File: config.mk
export PLATFORM = sky130hd
export DESIGN_NAME = instr_fetch
export DESIGN_NICKNAME = d
export VERILOG_FILES = /design/src/rtl/instr_fetch.sv
export SDC_FILE = /design/constraint.sdc
export NUM_CORES = 1
export LEC_CHECK = 0
export CORE_MARGIN = 2
export CORE_UTILIZATION = 30
export CTS_CLUSTER_DIAMETER = 150
export DETAILED_ROUTE_END_ITERATION = 8
export MAX_ROUTING_LAYER = met4
export PLACE_DENSITY_LB_ADDON = 0.12
export SETUP_SLACK_MARGIN = 0.02
export SYNTH_ARGS = -nofsm -noshare
export SYNTH_HDL_FRONTEND = slang
export SYNTH_SLANG_ARGS = --single-unit
File: constraint.sdc
create_clock -name clk -period 8.9 [get_ports clk]
set_input_delay 1.335 -clock clk [delete_from_list [all_inputs] [get_ports clk]]
set_output_delay 1.335 -clock clk [all_outputs]
set_load 0.01 [all_outputs]
File: src/rtl/instr_fetch.sv
// LEGv8 instruction fetch stage: PC, single-outstanding imem read, and a
// 2-entry {pc, instr} buffer feeding decode over valid/ready, with redirect flush.
module instr_fetch #(
   parameter int             N        = 64,
   parameter logic [N-1:0]   RESET_PC = '0
) (
   input  logic         clk,
   input  logic         reset_n,
   output logic         imem_req,
   output logic [N-1:0] imem_addr,
   input  logic         imem_rvalid,
   input  logic [31:0]  imem_rdata,
   input  logic         redirect,
   input  logic [N-1:0] redirect_pc,
   output logic         dec_valid,
   input  logic         dec_ready,
   output logic [31:0]  dec_instr,
   output logic [N-1:0] dec_pc
);

   typedef enum logic [1:0] {S_FETCH, S_WAIT, S_DROP} state_t;

   localparam logic [N-1:0] ALIGN_MASK = {{(N-2){1'b1}}, 2'b00};
   localparam logic [N-1:0] PC_STEP    = {{(N-3){1'b0}}, 3'b100};

   state_t       state, state_next;
   logic [N-1:0] pc, req_pc;
   logic [N-1:0] fifo_pc    [2];
   logic [31:0]  fifo_instr [2];
   logic         wr_ptr, rd_ptr;
   logic [1:0]   count;
   logic [N-1:0] last_pc;
   logic [31:0]  last_instr;
   logic         issue, push, pop, outstanding;

   assign outstanding = (state != S_FETCH);
   assign dec_valid   = (count != 2'd0);
   assign pop         = dec_valid && dec_ready && !redirect;
   assign imem_req    = issue;
   assign imem_addr   = pc;

   // NOTE: sequential state uses non-blocking (<=) so every register samples
   // pre-edge values; combinational blocks use blocking (=) with defaults first.
   always_ff @(posedge clk or negedge reset_n) begin
      if (!reset_n) state <= S_FETCH;
      else          state <= state_next;
   end

   // A redirect with a read in flight must still swallow that stale response.
   always_comb begin
      state_next = state;
      if (redirect) begin
         state_next = (outstanding && !imem_rvalid) ? S_DROP : S_FETCH;
      end else begin
         unique case (state)
            S_FETCH:        if (issue)       state_next = S_WAIT;
            S_WAIT, S_DROP: if (imem_rvalid) state_next = S_FETCH;
            default:                         state_next = S_FETCH;
         endcase
      end
   end

   always_comb begin
      issue = reset_n && (state == S_FETCH) && (count != 2'd2) && !redirect;
      push  = (state == S_WAIT) && imem_rvalid && !redirect;
   end

   always_ff @(posedge clk or negedge reset_n) begin
      if (!reset_n) begin
         pc         <= RESET_PC;
         req_pc     <= '0;
         count      <= 2'd0;
         wr_ptr     <= 1'b0;
         rd_ptr     <= 1'b0;
         last_pc    <= '0;
         last_instr <= '0;
      end else begin
         if (dec_valid) begin
            last_pc    <= fifo_pc[rd_ptr];
            last_instr <= fifo_instr[rd_ptr];
         end
         if (redirect) begin
            pc     <= redirect_pc & ALIGN_MASK;
            count  <= 2'd0;
            wr_ptr <= rd_ptr;
         end else begin
            if (issue) begin
               pc     <= pc + PC_STEP;
               req_pc <= pc;
            end
            if (push) wr_ptr <= ~wr_ptr;
            if (pop)  rd_ptr <= ~rd_ptr;
            unique case ({push, pop})
               2'b10:   count <= count + 2'd1;
               2'b01:   count <= count - 2'd1;
               default: count <= count;
            endcase
         end
      end
   end

   // NOTE: buffer storage is not reset; count gates every read, so its contents
   // are only observed after a push has written them.
   always_ff @(posedge clk) begin
      if (push) begin
         fifo_pc[wr_ptr]    <= req_pc;
         fifo_instr[wr_ptr] <= imem_rdata;
      end
   end

   // When empty, the last presented entry is held rather than the stale slot.
   assign dec_instr = dec_valid ? fifo_instr[rd_ptr] : last_instr;
   assign dec_pc    = dec_valid ? fifo_pc[rd_ptr]    : last_pc;

endmodule

==> impl_metrics.env <==
export IMPL_outcome="complete, no violations"
export IMPL_place_congestion=0.731
export IMPL_io_buffer_count=258
export IMPL_initial_core_util_pct=30.4
export IMPL_synth_top_area_share_pct=34.4
export IMPL_grt_max_degree=109
export IMPL_cts_root_buf="clkbuf_16"
export IMPL_cts_htree_levels=2
export IMPL_final_max_slew_viol_count=0
export IMPL_die_h_um=238
export IMPL_clock_sinks=414
export IMPL_maxSlewHeadroom_pct=31.4
export IMPL_drive_gt1_share_pct=11.4
export IMPL_clk_pin_slew_ns=0.06
export IMPL_fin_tns_setup_ns=0
export IMPL_r2r_cells=5
export IMPL_cts_resized=0
export IMPL_hpwlAfterDp_mm=29.6
export IMPL_setup_viol=0
export IMPL_hold_viol=0
export IMPL_syn_avg_cell_area_um2=13.3
export IMPL_finalCritPeriodShare_pct=57.2
export IMPL_arrival_ns=3.76
export IMPL_synth_ff_type="dfrtp_1"
export IMPL_worstMarginPinSlew_ns=1.03
export IMPL_fin_area_um2=21400
export IMPL_wirelength_mm=45.5
export IMPL_clkLatencyLatePin_ns=0.58
export IMPL_syn_inst=1239
export IMPL_ys_top_cells_by_area="dfrtp_1 34%, edfxtp_1 34%, mux2i_1 6.0%"
export IMPL_grt_pass1_vias=10754
export IMPL_antenna_found_initial=7
export IMPL_period_needed_ns=5.09
export IMPL_endpoint_kind="primary output"
export IMPL_synthTopCellsByCount="226 x dfrtp_1, 188 x edfxtp_1, 162 x nand2_1"
export IMPL_grt_ovfl_total=0
export IMPL_required_ns=7.57
export IMPL_ctsLongestPathBuffers=3
export IMPL_io_pins=263
export IMPL_dieArea_um2=56700
export IMPL_hold_depth=0
export IMPL_async_flop_share_pct=54.6
export IMPL_cts_hold_fix_buffers=0
export IMPL_yosys_area_top_type="dfrtp_1"
export IMPL_cp_start_kind="flop"
export IMPL_std_cell_rows=85
export IMPL_post_cts_repair_setup_buffers=0
export IMPL_grt_pass1_wl_mm=68.7
export IMPL_ant_nets=0
export IMPL_rsz0062_at_grt="false"
export IMPL_synth_most_common_cell="dfrtp_1"
export IMPL_cts_buffers=48
export IMPL_max_freq_mhz=196
export IMPL_drtIter0Drc=580
export IMPL_die_width_um=238
export IMPL_ys_ff_latch=414
export IMPL_drcViolationCount=0
export IMPL_clock_skew_ns=0.00941
export IMPL_core_area_um2=54000
export IMPL_ys_seq_area_share_pct=68.7
export IMPL_holdWs_ns=0.463
export IMPL_power_density_nw_per_um2=281
export IMPL_wire_per_inst_um=20.3
export IMPL_cts_tree="done"
export IMPL_path_class="flop to primary output"
export IMPL_cp_max_fo=51
export IMPL_areaGrowthSynthToFinish_pct=30.2
export IMPL_dpl_cell_area_um2=19800
export IMPL_synth_distinct_cells=45
export IMPL_p_leak_nw=8.06
export IMPL_grt_usage_pct=16.6
export IMPL_syn_area_um2=16500
export IMPL_synth_edf_count=188
export IMPL_nNetsFinal=1605
export IMPL_ir_drop_v=0.000131
export IMPL_viasPerCell=4.72
export IMPL_via_count=10595
export IMPL_drv_cap=0
export IMPL_yosysWarningCount=0
export IMPL_firstDrtPassIters=5
export IMPL_hp_class="flop to flop"
-- area by class of cell --
class,count,area (µm²)
clock inverters,23,250
fillers,5212,32600
well taps,696,871
clock buffers,67,1330
diodes,8,20.0
multi-input cells,746,4870
repair buffers,275,2710
inverters,16,60.1
flip-flops and latches,414,11300
-- cell usage in the layout (no fill, tap or decap), types with 5 or more instances in the layout --
cell / Yosys / final
mux2_2: 63 / 63
nor2_1: 38 / 37
nand2_1: 162 / 162
xnor2_1: 21 / 21
buf_4: 2 / 17
inv_1: 16 / 15
xor2_1: 14 / 14
nand4_1: 27 / 27
edfxtp_1: 188 / 188
nor2b_1: 9 / 9
a31oi_1: 22 / 22
dfrtp_1: 226 / 225
mux2i_1: 99 / 99
nor4_1: 17 / 16
clkbuf_1: 52 / 14
o31ai_1: 9 / 9
diode_2: 0 / 8
o21ai_0: 140 / 140
clkdlybuf4s50_1: 0 / 256
or4_1: 13 / 13
nand3_1: 30 / 30
a21oi_1: 5 / 5
clkbuf_16: 0 / 49
clkinv_2: 0 / 11
nor3_1: 13 / 11
or3_1: 17 / 17
bufinv_16: 0 / 5
-- stage by stage --
stage	setup slack, ns	power [mW]	util [%]	cells
after floorplan	2.77	3.31	-	1240
after global placement	3.88	4.08	36.7	2147
after detailed placement	3.87	4.11	36.7	2147
after CTS	3.64	6.13	39.6	2237
after global routing	3.54	6.34	39.6	2244
final	3.81	6.01	39.6	2245
-- cells by family after synthesis --
kind of cell	Yosys count	synth area share, %
flip-flops	414	68.7
AND/OR/NAND/NOR	354	10.5
AO/OA/AOI/OAI	190	6.40
multiplexers	162	10.3
buffers and inverters	80	1.96
XOR/XNOR	35	1.86
adder cells (fa/ha/maj)	3	0.228
other	1	0.0228
-- sequential cells by signal, indices dropped and copies added, names as in the netlist --
register / cells
count: 2
fifo_instr: 64
fifo_pc: 124
imem_addr: 62
last_instr: 32
last_pc: 64
rd_ptr: 1
req_pc: 62
state: 2
wr_ptr: 1
-- layer usage --
layer  vias up  part of all wire (%)  global-route usage (%)
met1      5235                    45                    21.3
met3        57                   4.9                    3.74
met5         -                     0                       -
met4         0                   1.7                    4.43
met2       214                    48                    26.7
li1       5089                     -                       -
-- power breakdown --
group / switching, mW / leakage [nW] / internal, mW / total (mW)
Clock: 0.788 / 0.781 / 1.19 / 1.98
Combinational: 0.641 / 2.85 / 0.741 / 1.38
Sequential: 0.240 / 4.42 / 2.41 / 2.65
Total: 1.67 / 8.06 / 4.34 / 6.01
-- critical path, cell delays in order (launching register included) --
cell and delay (ns):
dfrtp_4 1.04, buf_4 0.89, mux2i_1 0.16, o21ai_0 0.38, clkdlybuf4s50_1 0.62
-- worst paths after layout --
kind / endpoint / from / slack [ns]
max in group asynchronous: rd_ptr / reset_n / 6.82
setup / recovery: dec_pc[61] / rd_ptr / 3.81
hold reg to reg: fifo_pc[1][5] / req_pc[5] / 0.46
hold / removal: fifo_pc[1][5] / req_pc[5] / 0.46
min in group asynchronous: last_pc[1] / reset_n / 0.69
setup reg to reg: imem_addr[39] / imem_addr[8] / 5.68
Power figures use the tool's default switching activity.
